===== config.mk =====
export PLATFORM = sky130hd
export DESIGN_NAME = wb_slave_mux_flat
export DESIGN_NICKNAME = d
export VERILOG_FILES = /design/src/rtl/wb_slave_mux_if.sv /design/src/rtl/wb_slave_mux.sv /design/src/flat_wrapper.sv
export SDC_FILE = /design/constraint.sdc
export NUM_CORES = 1
export LEC_CHECK = 0
export CAP_MARGIN = 20
export CORE_AREA = 3 3 126 128
export CTS_CLUSTER_DIAMETER = 50
export DETAILED_ROUTE_END_ITERATION = 8
export DIE_AREA = 0 0 129 131
export PLACE_DENSITY = 0.82
export SLEW_MARGIN = 40
export SYNTH_ARGS = -nofsm -noshare
export SYNTH_HDL_FRONTEND = slang
export SYNTH_SLANG_ARGS = --single-unit

===== constraint.sdc =====
create_clock -name wb_clk_i -period 12.1 [get_ports wb_clk_i]
set_input_delay 3.63 -clock wb_clk_i [delete_from_list [all_inputs] [get_ports wb_clk_i]]
set_output_delay 3.63 -clock wb_clk_i [all_outputs]
set_load 0.02 [all_outputs]

===== src/rtl/wb_slave_mux_if.sv =====
// rtl/wb_slave_mux_if.sv - bus bundle between the bridge, the decoder and its slaves
interface wb_slave_mux_if #(
   parameter int DATA_WIDTH = 32,
   parameter int ADDR_WIDTH = 32,
   parameter int NUM_SLAVES = 4
);
   logic                             wbs_cyc_i;
   logic                             wbs_stb_i;
   logic                             wbs_we_i;
   logic [3:0]                       wbs_sel_i;
   logic [ADDR_WIDTH-1:0]            wbs_adr_i;
   logic [DATA_WIDTH-1:0]            wbs_dat_i;
   logic [DATA_WIDTH-1:0]            wbs_dat_o;
   logic                             wbs_ack_o;
   logic                             wbs_err_o;
   logic [NUM_SLAVES-1:0]            wbm_cyc_o;
   logic [NUM_SLAVES-1:0]            wbm_stb_o;
   logic                             wbm_we_o;
   logic [3:0]                       wbm_sel_o;
   logic [ADDR_WIDTH-1:0]            wbm_adr_o;
   logic [DATA_WIDTH-1:0]            wbm_dat_o;
   logic [NUM_SLAVES*DATA_WIDTH-1:0] wbm_dat_i;
   logic [NUM_SLAVES-1:0]            wbm_ack_i;
   logic [NUM_SLAVES-1:0]            wbm_err_i;
   logic                             busy_o;
   logic                             timeout_o;
   logic                             dropped_o;

   modport slave (
      input  wbs_cyc_i, wbs_stb_i, wbs_we_i, wbs_sel_i, wbs_adr_i, wbs_dat_i,
      output wbs_dat_o, wbs_ack_o, wbs_err_o,
      output wbm_cyc_o, wbm_stb_o, wbm_we_o, wbm_sel_o, wbm_adr_o, wbm_dat_o,
      input  wbm_dat_i, wbm_ack_i, wbm_err_i,
      output busy_o, timeout_o, dropped_o
   );

   modport master (
      output wbs_cyc_i, wbs_stb_i, wbs_we_i, wbs_sel_i, wbs_adr_i, wbs_dat_i,
      input  wbs_dat_o, wbs_ack_o, wbs_err_o,
      input  wbm_cyc_o, wbm_stb_o, wbm_we_o, wbm_sel_o, wbm_adr_o, wbm_dat_o,
      output wbm_dat_i, wbm_ack_i, wbm_err_i,
      input  busy_o, timeout_o, dropped_o
   );
endinterface


===== src/rtl/wb_slave_mux.sv =====
// rtl/wb_slave_mux.sv - single-master Wishbone decoder holding one request until a slave answers or the watchdog fires
module wb_slave_mux #(
   parameter int DATA_WIDTH = 32,
   parameter int ADDR_WIDTH = 32,
   parameter int DEC_LSB    = 20,
   parameter int DEC_BITS   = 2,
   parameter int NUM_SLAVES = 4,
   parameter int TIMEOUT    = 255
) (
   input  logic          wb_clk_i,
   input  logic          wb_rst_i,
   wb_slave_mux_if.slave bus
);
   localparam int CNT_W = (TIMEOUT < 1) ? 1 : $clog2(TIMEOUT + 1);
   localparam logic [CNT_W-1:0] CNT_LAST = CNT_W'((TIMEOUT > 0) ? TIMEOUT - 1 : 0);

   typedef enum logic [1:0] {
      IDLE   = 2'd0,
      ACTIVE = 2'd1,
      RESP   = 2'd2
   } state_t;

   state_t                state_q, state_d;
   logic [CNT_W-1:0]      cnt_q, cnt_d;
   logic [DEC_BITS-1:0]   idx_q, idx_d;
   logic [NUM_SLAVES-1:0] cyc_q, cyc_d;
   logic [ADDR_WIDTH-1:0] adr_q, adr_d;
   logic [DATA_WIDTH-1:0] wdat_q, wdat_d;
   logic                  we_q, we_d;
   logic [3:0]            sel_q, sel_d;
   logic [DATA_WIDTH-1:0] rdat_q, rdat_d;
   logic                  ack_q, ack_d;
   logic                  err_q, err_d;
   logic                  busy_q, busy_d;
   logic                  timeout_q, timeout_d;
   logic                  dropped_q, dropped_d;

   logic                  req;
   logic [DEC_BITS-1:0]   req_idx;
   logic                  req_valid;
   logic [NUM_SLAVES-1:0] req_onehot;
   logic                  slv_ack;
   logic                  slv_err;
   logic [DATA_WIDTH-1:0] slv_dat;
   logic                  wdog_hit;

   assign req       = bus.wbs_cyc_i & bus.wbs_stb_i;
   assign req_idx   = bus.wbs_adr_i[DEC_LSB +: DEC_BITS];
   assign req_valid = int'(req_idx) < NUM_SLAVES;
   assign wdog_hit  = (TIMEOUT != 0) && (cnt_q == CNT_LAST);

   always_comb begin
      req_onehot = '0;
      for (int i = 0; i < NUM_SLAVES; i++) begin
         req_onehot[i] = (req_idx == DEC_BITS'(i));
      end
   end

   // Only the slave latched at request time may end the cycle; others are ignored.
   always_comb begin
      slv_ack = 1'b0;
      slv_err = 1'b0;
      slv_dat = '0;
      for (int i = 0; i < NUM_SLAVES; i++) begin
         if (idx_q == DEC_BITS'(i)) begin
            slv_ack = bus.wbm_ack_i[i];
            slv_err = bus.wbm_err_i[i];
            slv_dat = bus.wbm_dat_i[i*DATA_WIDTH +: DATA_WIDTH];
         end
      end
   end

   always_comb begin
      state_d   = state_q;
      cnt_d     = cnt_q;
      idx_d     = idx_q;
      cyc_d     = cyc_q;
      adr_d     = adr_q;
      wdat_d    = wdat_q;
      we_d      = we_q;
      sel_d     = sel_q;
      rdat_d    = rdat_q;
      ack_d     = 1'b0;
      err_d     = 1'b0;
      timeout_d = 1'b0;
      dropped_d = req & (state_q != IDLE);

      case (state_q)
         IDLE: begin
            if (req) begin
               adr_d  = bus.wbs_adr_i;
               wdat_d = bus.wbs_dat_i;
               we_d   = bus.wbs_we_i;
               sel_d  = bus.wbs_sel_i;
               idx_d  = req_idx;
               if (req_valid) begin
                  state_d = ACTIVE;
                  cnt_d   = '0;
                  cyc_d   = req_onehot;
               end else begin
                  state_d = RESP;
                  err_d   = 1'b1;
                  rdat_d  = '0;
               end
            end
         end
         ACTIVE: begin
            if (slv_err) begin
               state_d = RESP;
               err_d   = 1'b1;
               rdat_d  = slv_dat;
               cyc_d   = '0;
            end else if (slv_ack) begin
               state_d = RESP;
               ack_d   = 1'b1;
               rdat_d  = slv_dat;
               cyc_d   = '0;
            end else if (wdog_hit) begin
               state_d   = RESP;
               err_d     = 1'b1;
               rdat_d    = '0;
               timeout_d = 1'b1;
               cyc_d     = '0;
            end else begin
               cnt_d = cnt_q + CNT_W'(1);
            end
         end
         RESP: begin
            state_d = IDLE;
         end
         default: begin
            state_d = IDLE;
            cyc_d   = '0;
         end
      endcase

      busy_d = (state_d != IDLE);
   end

   always_ff @(posedge wb_clk_i or posedge wb_rst_i) begin
      if (wb_rst_i) begin
         state_q   <= IDLE;
         cnt_q     <= '0;
         idx_q     <= '0;
         cyc_q     <= '0;
         adr_q     <= '0;
         wdat_q    <= '0;
         we_q      <= 1'b0;
         sel_q     <= '0;
         rdat_q    <= '0;
         ack_q     <= 1'b0;
         err_q     <= 1'b0;
         busy_q    <= 1'b0;
         timeout_q <= 1'b0;
         dropped_q <= 1'b0;
      end else begin
         state_q   <= state_d;
         cnt_q     <= cnt_d;
         idx_q     <= idx_d;
         cyc_q     <= cyc_d;
         adr_q     <= adr_d;
         wdat_q    <= wdat_d;
         we_q      <= we_d;
         sel_q     <= sel_d;
         rdat_q    <= rdat_d;
         ack_q     <= ack_d;
         err_q     <= err_d;
         busy_q    <= busy_d;
         timeout_q <= timeout_d;
         dropped_q <= dropped_d;
      end
   end

   assign bus.wbs_dat_o = rdat_q;
   assign bus.wbs_ack_o = ack_q;
   assign bus.wbs_err_o = err_q;
   assign bus.wbm_cyc_o = cyc_q;
   assign bus.wbm_stb_o = cyc_q;
   assign bus.wbm_we_o  = we_q;
   assign bus.wbm_sel_o = sel_q;
   assign bus.wbm_adr_o = adr_q;
   assign bus.wbm_dat_o = wdat_q;
   assign bus.busy_o    = busy_q;
   assign bus.timeout_o = timeout_q;
   assign bus.dropped_o = dropped_q;
endmodule


===== src/flat_wrapper.sv =====
// flat-port wrapper written by rule: the top's interface ports become plain ports
module wb_slave_mux_flat 
#(
   parameter int DATA_WIDTH = 32,
   parameter int ADDR_WIDTH = 32,
   parameter int DEC_LSB    = 20,
   parameter int DEC_BITS   = 2,
   parameter int NUM_SLAVES = 4,
   parameter int TIMEOUT    = 255
)
  (wb_clk_i, wb_rst_i, bus_wbs_cyc_i, bus_wbs_stb_i, bus_wbs_we_i, bus_wbs_sel_i, bus_wbs_adr_i, bus_wbs_dat_i, bus_wbs_dat_o, bus_wbs_ack_o, bus_wbs_err_o, bus_wbm_cyc_o, bus_wbm_stb_o, bus_wbm_we_o, bus_wbm_sel_o, bus_wbm_adr_o, bus_wbm_dat_o, bus_wbm_dat_i, bus_wbm_ack_i, bus_wbm_err_i, bus_busy_o, bus_timeout_o, bus_dropped_o);
  wb_slave_mux_if #(.DATA_WIDTH(DATA_WIDTH), .ADDR_WIDTH(ADDR_WIDTH), .NUM_SLAVES(NUM_SLAVES)) bus_i ();
  input  logic wb_clk_i;
  input  logic wb_rst_i;
  input wire logic [$bits(bus_i.wbs_cyc_i)-1:0] bus_wbs_cyc_i;
  input wire logic [$bits(bus_i.wbs_stb_i)-1:0] bus_wbs_stb_i;
  input wire logic [$bits(bus_i.wbs_we_i)-1:0] bus_wbs_we_i;
  input wire logic [$bits(bus_i.wbs_sel_i)-1:0] bus_wbs_sel_i;
  input wire logic [$bits(bus_i.wbs_adr_i)-1:0] bus_wbs_adr_i;
  input wire logic [$bits(bus_i.wbs_dat_i)-1:0] bus_wbs_dat_i;
  output wire logic [$bits(bus_i.wbs_dat_o)-1:0] bus_wbs_dat_o;
  output wire logic [$bits(bus_i.wbs_ack_o)-1:0] bus_wbs_ack_o;
  output wire logic [$bits(bus_i.wbs_err_o)-1:0] bus_wbs_err_o;
  output wire logic [$bits(bus_i.wbm_cyc_o)-1:0] bus_wbm_cyc_o;
  output wire logic [$bits(bus_i.wbm_stb_o)-1:0] bus_wbm_stb_o;
  output wire logic [$bits(bus_i.wbm_we_o)-1:0] bus_wbm_we_o;
  output wire logic [$bits(bus_i.wbm_sel_o)-1:0] bus_wbm_sel_o;
  output wire logic [$bits(bus_i.wbm_adr_o)-1:0] bus_wbm_adr_o;
  output wire logic [$bits(bus_i.wbm_dat_o)-1:0] bus_wbm_dat_o;
  input wire logic [$bits(bus_i.wbm_dat_i)-1:0] bus_wbm_dat_i;
  input wire logic [$bits(bus_i.wbm_ack_i)-1:0] bus_wbm_ack_i;
  input wire logic [$bits(bus_i.wbm_err_i)-1:0] bus_wbm_err_i;
  output wire logic [$bits(bus_i.busy_o)-1:0] bus_busy_o;
  output wire logic [$bits(bus_i.timeout_o)-1:0] bus_timeout_o;
  output wire logic [$bits(bus_i.dropped_o)-1:0] bus_dropped_o;
  assign bus_i.wbs_cyc_i = bus_wbs_cyc_i;
  assign bus_i.wbs_stb_i = bus_wbs_stb_i;
  assign bus_i.wbs_we_i = bus_wbs_we_i;
  assign bus_i.wbs_sel_i = bus_wbs_sel_i;
  assign bus_i.wbs_adr_i = bus_wbs_adr_i;
  assign bus_i.wbs_dat_i = bus_wbs_dat_i;
  assign bus_wbs_dat_o = bus_i.wbs_dat_o;
  assign bus_wbs_ack_o = bus_i.wbs_ack_o;
  assign bus_wbs_err_o = bus_i.wbs_err_o;
  assign bus_wbm_cyc_o = bus_i.wbm_cyc_o;
  assign bus_wbm_stb_o = bus_i.wbm_stb_o;
  assign bus_wbm_we_o = bus_i.wbm_we_o;
  assign bus_wbm_sel_o = bus_i.wbm_sel_o;
  assign bus_wbm_adr_o = bus_i.wbm_adr_o;
  assign bus_wbm_dat_o = bus_i.wbm_dat_o;
  assign bus_i.wbm_dat_i = bus_wbm_dat_i;
  assign bus_i.wbm_ack_i = bus_wbm_ack_i;
  assign bus_i.wbm_err_i = bus_wbm_err_i;
  assign bus_busy_o = bus_i.busy_o;
  assign bus_timeout_o = bus_i.timeout_o;
  assign bus_dropped_o = bus_i.dropped_o;
  wb_slave_mux #(.DATA_WIDTH(DATA_WIDTH), .ADDR_WIDTH(ADDR_WIDTH), .DEC_LSB(DEC_LSB), .DEC_BITS(DEC_BITS), .NUM_SLAVES(NUM_SLAVES), .TIMEOUT(TIMEOUT)) u_core (.wb_clk_i(wb_clk_i), .wb_rst_i(wb_rst_i), .bus(bus_i));
endmodule

======== Word-level counts from Yosys, hierarchy flattened ========
Index checks and enable logic that the tools add are counted.
word-level totals
  input port bits ......................... 209
  bits in registers ....................... 122
  output and inout bits ................... 114
operators by class
  add/subtract/negate cells ............... 1
  bitwise logic cells ..................... 3
  reduce and logical (&&, ||, !) cells .... 11
  eq/ne operators ......................... 14
  multiplexer cells ....................... 39
operators by type and width
  operator                                                          number
  32-bit 2-to-1 mux                                                 7
  8-bit 2-to-1 mux                                                  4
  1-bit 2-to-1 mux                                                  17
  4-bit 2-to-1 mux                                                  4
  8-bit case mux with 2 select lines                                1
  4-bit case mux with 3 select lines                                1
  2-bit == test (second input constant)                             5
  8-bit by 1-bit adder with 8-bit output (second input constant)    1
  8-bit == test (second input constant)                             1
  2-bit 2-to-1 mux                                                  4
  2-bit by 1-bit == test with 1-bit output (second input constant)  3
  2-bit zero test                                                   3
  2-bit != test (second input constant)                             3
  2-bit nonzero test                                                3
  5-bit AND reduction                                               1
  4-bit by 1-bit != test with 1-bit output (second input constant)  1
  2-bit case mux with 2 select lines                                1
  2-bit AND reduction                                               2
  3-bit AND reduction                                               1
  3-bit nonzero test                                                1
  1-bit bitwise AND                                                 2
  2-bit by 1-bit != test with 1-bit output (second input constant)  1
  1-bit inverter                                                    1

======== Logic depth before layout (Yosys ltp) ========
  depth in word-level cells ............... 9
  depth in mapped cells ................... 7
  depth with buffers taken out ............ 6

======== Worst setup path before layout ========
No wires, ideal clock.
  path kind ............................... input-to-reg
  start point ............................. input port bus_wbm_err_i[3]
  end point ............................... register u_core.cnt_q[5]
  cell stages on the path ................. 5
  data arrival time ....................... 5.123 ns
  slack ................................... 6.899 ns
  path buffers ............................ 1
  setup time .............................. 0.078 ns
  path through ............................ mux4_2 or2_4 buf_6 or4_1 a21oi_1
on the way
  cells in the longest elaborated chain, start to end .. 3
RTL lines
  element                               line                 RTL
  start, declared                       flat_wrapper.sv:32   input wire logic [$bits(bus_i.wbm_err_i)-1:0] bus_wbm_err_i;
  1-bit 2-to-1 mux                      wb_slave_mux.sv:65   if (idx_q == DEC_BITS'(i)) begin
  2-bit != test (no source line)        -
  5-bit AND reduction (no source line)  -
  end signal, assigned                  wb_slave_mux.sv:158  cnt_q <= cnt_d;
  end, declared                         wb_slave_mux.sv:24   logic [CNT_W-1:0] cnt_q, cnt_d;
No other way between the ends.
A chain may end at the register's enable or synchronous reset.

======== Worst setup path in the final report ========
  start point ............................. input port bus_wbm_ack_i[2]
  end point ............................... register u_core.rdat_q[22] (netlist: u_core.bus.wbs_dat_o[22])
on the way
  cells in the longest elaborated chain, start to end .. 4
  elaborated cells on any way between the ends .. 6
  those cells by class .................... 4 x mux; 2 x reduce/logical
RTL lines
  element                                                                    line                 RTL
  start, declared                                                            flat_wrapper.sv:31   input wire logic [$bits(bus_i.wbm_ack_i)-1:0] bus_wbm_ack_i;
  1-bit 2-to-1 mux (*) (2 in a row)                                          wb_slave_mux.sv:65
  3-bit nonzero test (no source line) or 32-bit 2-to-1 mux (tied branches)   -
  2-bit AND reduction (no source line) or 32-bit 2-to-1 mux (tied branches)  -
  end signal, assigned                                                       wb_slave_mux.sv:165  rdat_q <= rdat_d;
  end, declared                                                              wb_slave_mux.sv:31   logic [DATA_WIDTH-1:0] rdat_q, rdat_d;
Mark *: on every way between the ends. The rest lies on a longest branch, timed or not.

==> impl_metrics.tcl <==
set metrics [dict create \
    place.port_buffers 322 \
    dr.first_iter.drc_count 219 \
    status "completed" \
    totalNegativeSetupSlack_ns 0 \
    ctsResizeCount 0 \
    min_period_ns 5.63 \
    cts_post_setup_buffers_inserted 0 \
    drt_wl_total_mm 18.0 \
    placeable_core_region_um2 15000 \
    vias_per_cell 4.90 \
    clk_root_buffer_cell "clkbuf_16" \
    max-vdd-ir-drop_mv 0.163 \
    finalCoreUtilization_pct 62.7 \
    drive_gt1_share_pct 9.80 \
    syn-cell-area_um2 5380 \
    hold_end "u_core.bus.wbm_sel_o[1]" \
    synth_edf_count 0 \
    die_w_um 129 \
    grt_max_degree 66 \
    finish.net_count 1015 \
    postSynthAreaPerCell_um2 10.9 \
    whs_path_depth 2 \
    top_usage_layer "met2" \
    areaGrowthSynthToFinish_pct 74.8 \
    regToRegStartpoint "u_core.idx_q[0]" \
    groute.usage.overall_pct 20.4 \
    route.detailed.drc 0 \
    die_y_um 131 \
    first_drt_pass_iteration_count 4 \
    drt-wirelength-per-cell_um 17.9 \
    hold_start "u_core.bus.wbm_sel_o[1]" \
    power_density_nw_per_um2 247 \
    synth-main-ff-cell "dfrtp_1" \
    crit-reg2reg-capture "u_core.bus.wbs_dat_o[22]" \
    power.leakage_nw 4.13 \
    initial_core_utilization_pct 35.9 \
    hold_path.class "reg -> reg" \
    clk_pin_slew_worst_paths_ns 0.06 \
    synthesis.yosys.warnings 0 \
    synth_cell_types 31 \
    diodes 0 \
    slowest_stage "o21ai_2" \
    hold_viol_final 0 \
    timing_worst_setup_path_type "in -> reg" \
    syn-num-nets 702 \
    cts-root-to-sink-buffers 2 \
    fin_clk_skew_ns 0.00624 \
    worst-endpoint-arrival_ns 5.97 \
    setup_repair_after_global_routing_missed_its_margin "false" \
    timing_worst_slew_pin_value_ns 0.772 \
    inserted_clock_buffers 17 \
    drt.antenna.violating_nets 0 \
    grt_use_met3_pct 7.76 \
    numClockSinks 120 \
    cap_viol_max_count 0 \
    grt_pass1_vias 4895 \
    grt_antenna_before_repair 0 \
    cp-start-kind "input port" \
    dieArea_um2 16900 \
    top_level_ports 323 \
    worst_skew_pair.late_latency_ns 0.41 \
    cp_cell_sequence "clkdlybuf4s50_1 > mux4_2 > or2_4 > o21ai_2 > buf_4 > a22o_1" \
    global_route.overflow_total 0 \
    ys_async_sr_fraction_pct 100 \
    critical_path_peak_fanout 20 \
    grt_first_pass_wirelength_mm 26.0 \
    dp_hpwl_mm 13.5 \
    timing.critical_path.required_ns 12.44 \
    power_w 0.00232 \
    path_buf_inv 2 \
    timing.fmax_ghz 0.178 \
    h-tree-depth 4 \
    routability_congestion 0.775 \
    netlist_instances 491 \
    reg2reg_depth 6 \
    max_slew_margin_pct 48.4 \
    total_of_flip_flops_plus_latches_after_synthesis 120 \
    std_cell_rows 45 \
    setup.worst_path.end_class "flip-flop" \
    cts_tree "built" \
    cp_slowest_stage_delay_ns 0.52 \
    synth-seq-area-share_pct 55.9 \
    grt.met2_usage_pct 35.3 \
    met1_usage_pct 23.3 \
    setup_viol 0 \
    period_share_pct 46.5 \
    cp_top_family "buffers and inverters" \
    flop_to_flop_setup_slack_ns 9.09 \
    slew_viol_final 0 \
    ctsHoldBuffers 0 \
    vias 4919 \
]
==> worst register-to-register path, cell delays in order, from the launching register on <==
cell,delay (ns)
dfrtp_2,0.36
buf_4,0.52
mux4_2,0.66
or2_4,0.33
o21ai_2,0.52
buf_4,0.36
a22o_1,0.19
==> cell families (layout without fill, tap and decap cells) <==
logic type | after synthesis | count (layout) | share of synthesized area (%)
AOI/OAI and AO/OA | 44 | 44 | 6.87
and+or+nand+nor | 246 | 246 | 18.1
adders and majority gates | 2 | 2 | 0.465
DFF | 120 | 120 | 55.9
muxes | 40 | 40 | 15.4
buffers and inverters | 39 | 364 | 3.35
==> layout by cell type, fill, tap and decap left out, types with 2 or more instances in the layout <==
master	Yosys	final
or4_1	3	3
nor4_1	2	2
mux2i_1	6	6
bufinv_16	0	5
a22o_1	32	32
nand4_1	2	2
inv_1	4	3
clkbuf_8	0	2
nand2_1	217	217
mux4_2	34	34
clkinv_4	0	3
o41ai_1	2	2
a21oi_1	3	3
nor3_1	5	4
clkinvlp_4	0	2
ha_1	2	2
clkbuf_16	0	17
dfrtp_1	120	119
or2_2	2	2
nand3_1	4	3
nor2_1	7	7
buf_4	4	6
o2bb2ai_1	2	2
clkdlybuf4s50_1	0	322
==> power by group <==
group	switching [W]	internal [W]	leakage [nW]
clock	0.000182	0.000376	0.312
combinational	0.000548	0.000546	2.31
sequential	0.0000993	0.000573	1.51
total	0.000829	0.00149	4.13
==> synth_stat cells (2+ instances only) <==
| cell | instances | area [µm²] |
|---|---|---|
| a21oi_1 | 3 | 15.0 |
| a22o_1 | 32 | 280 |
| buf_1 | 2 | 7.51 |
| buf_2 | 3 | 15.0 |
| buf_4 | 4 | 30.0 |
| buf_6 | 2 | 22.5 |
| clkbuf_1 | 24 | 90.1 |
| dfrtp_1 | 120 | 3000 |
| ha_1 | 2 | 25.0 |
| inv_1 | 4 | 15.0 |
| mux2i_1 | 6 | 60.1 |
| mux4_2 | 34 | 766 |
| nand2_1 | 217 | 815 |
| nand3_1 | 4 | 20.0 |
| nand4_1 | 2 | 12.5 |
| nor2_1 | 7 | 26.3 |
| nor3_1 | 5 | 25.0 |
| nor4_1 | 2 | 12.5 |
| o2bb2ai_1 | 2 | 17.5 |
| o41ai_1 | 2 | 17.5 |
| or2_2 | 2 | 12.5 |
| or4_1 | 3 | 22.5 |
==> how the worst max path moves through the flow <==
stage,start,endpoint,cells after the start
2_1_floorplan,wb_rst_i,u_core.bus.busy_o,1
3_3_place_gp,bus_wbm_ack_i[2],u_core.bus.wbs_dat_o[20],6
3_5_place_dp,bus_wbm_ack_i[2],u_core.bus.wbs_dat_o[28],6
4_1_cts,bus_wbm_ack_i[2],u_core.bus.wbs_dat_o[22],6
5_1_grt,bus_wbm_ack_i[2],u_core.bus.wbs_dat_o[22],6
6_report,bus_wbm_ack_i[2],u_core.bus.wbs_dat_o[22],6
==> metrics by stage <==
step	cell area, µm²	instances	hold slack [ns]	setup slack (ns)
after global placement	8740	973	0.457	6.12
after floorplan	5380	491	0.471	5.28
after global routing	9400	1004	0.487	6.36
after detailed placement	8740	973	0.461	6.06
final	9400	1004	0.470	6.47
after CTS	9390	1004	0.475	6.49
==> state kept, by name, summed over array words and instances (netlist names), 2 cells and up <==
name / count
u_core.bus.wbs_dat_o: 32
u_core.bus.wbm_cyc_o: 4
u_core.cnt_q: 8
u_core.bus.wbm_adr_o: 31
u_core.state_q: 2
u_core.bus.wbm_dat_o: 32
u_core.bus.wbm_sel_o: 4
==> per-layer routing <==
metal,wire length (µm),vias to the layer above
met2,9320,222
met3,1830,21
li1,-,2304
met5,0,-
met1,6560,2372
met4,290,0
==> final cells by class <==
cell class	count	area, µm²
Sequential cell	120	3000
Timing Repair Buffer	329	3280
Multi-Input combinational cell	332	2210
Tap cell	188	235
Inverter	4	17.5
Fill cell	1182	5580
Clock inverter	11	196
Clock buffer	20	457
Power figures use the tool's default switching activity.
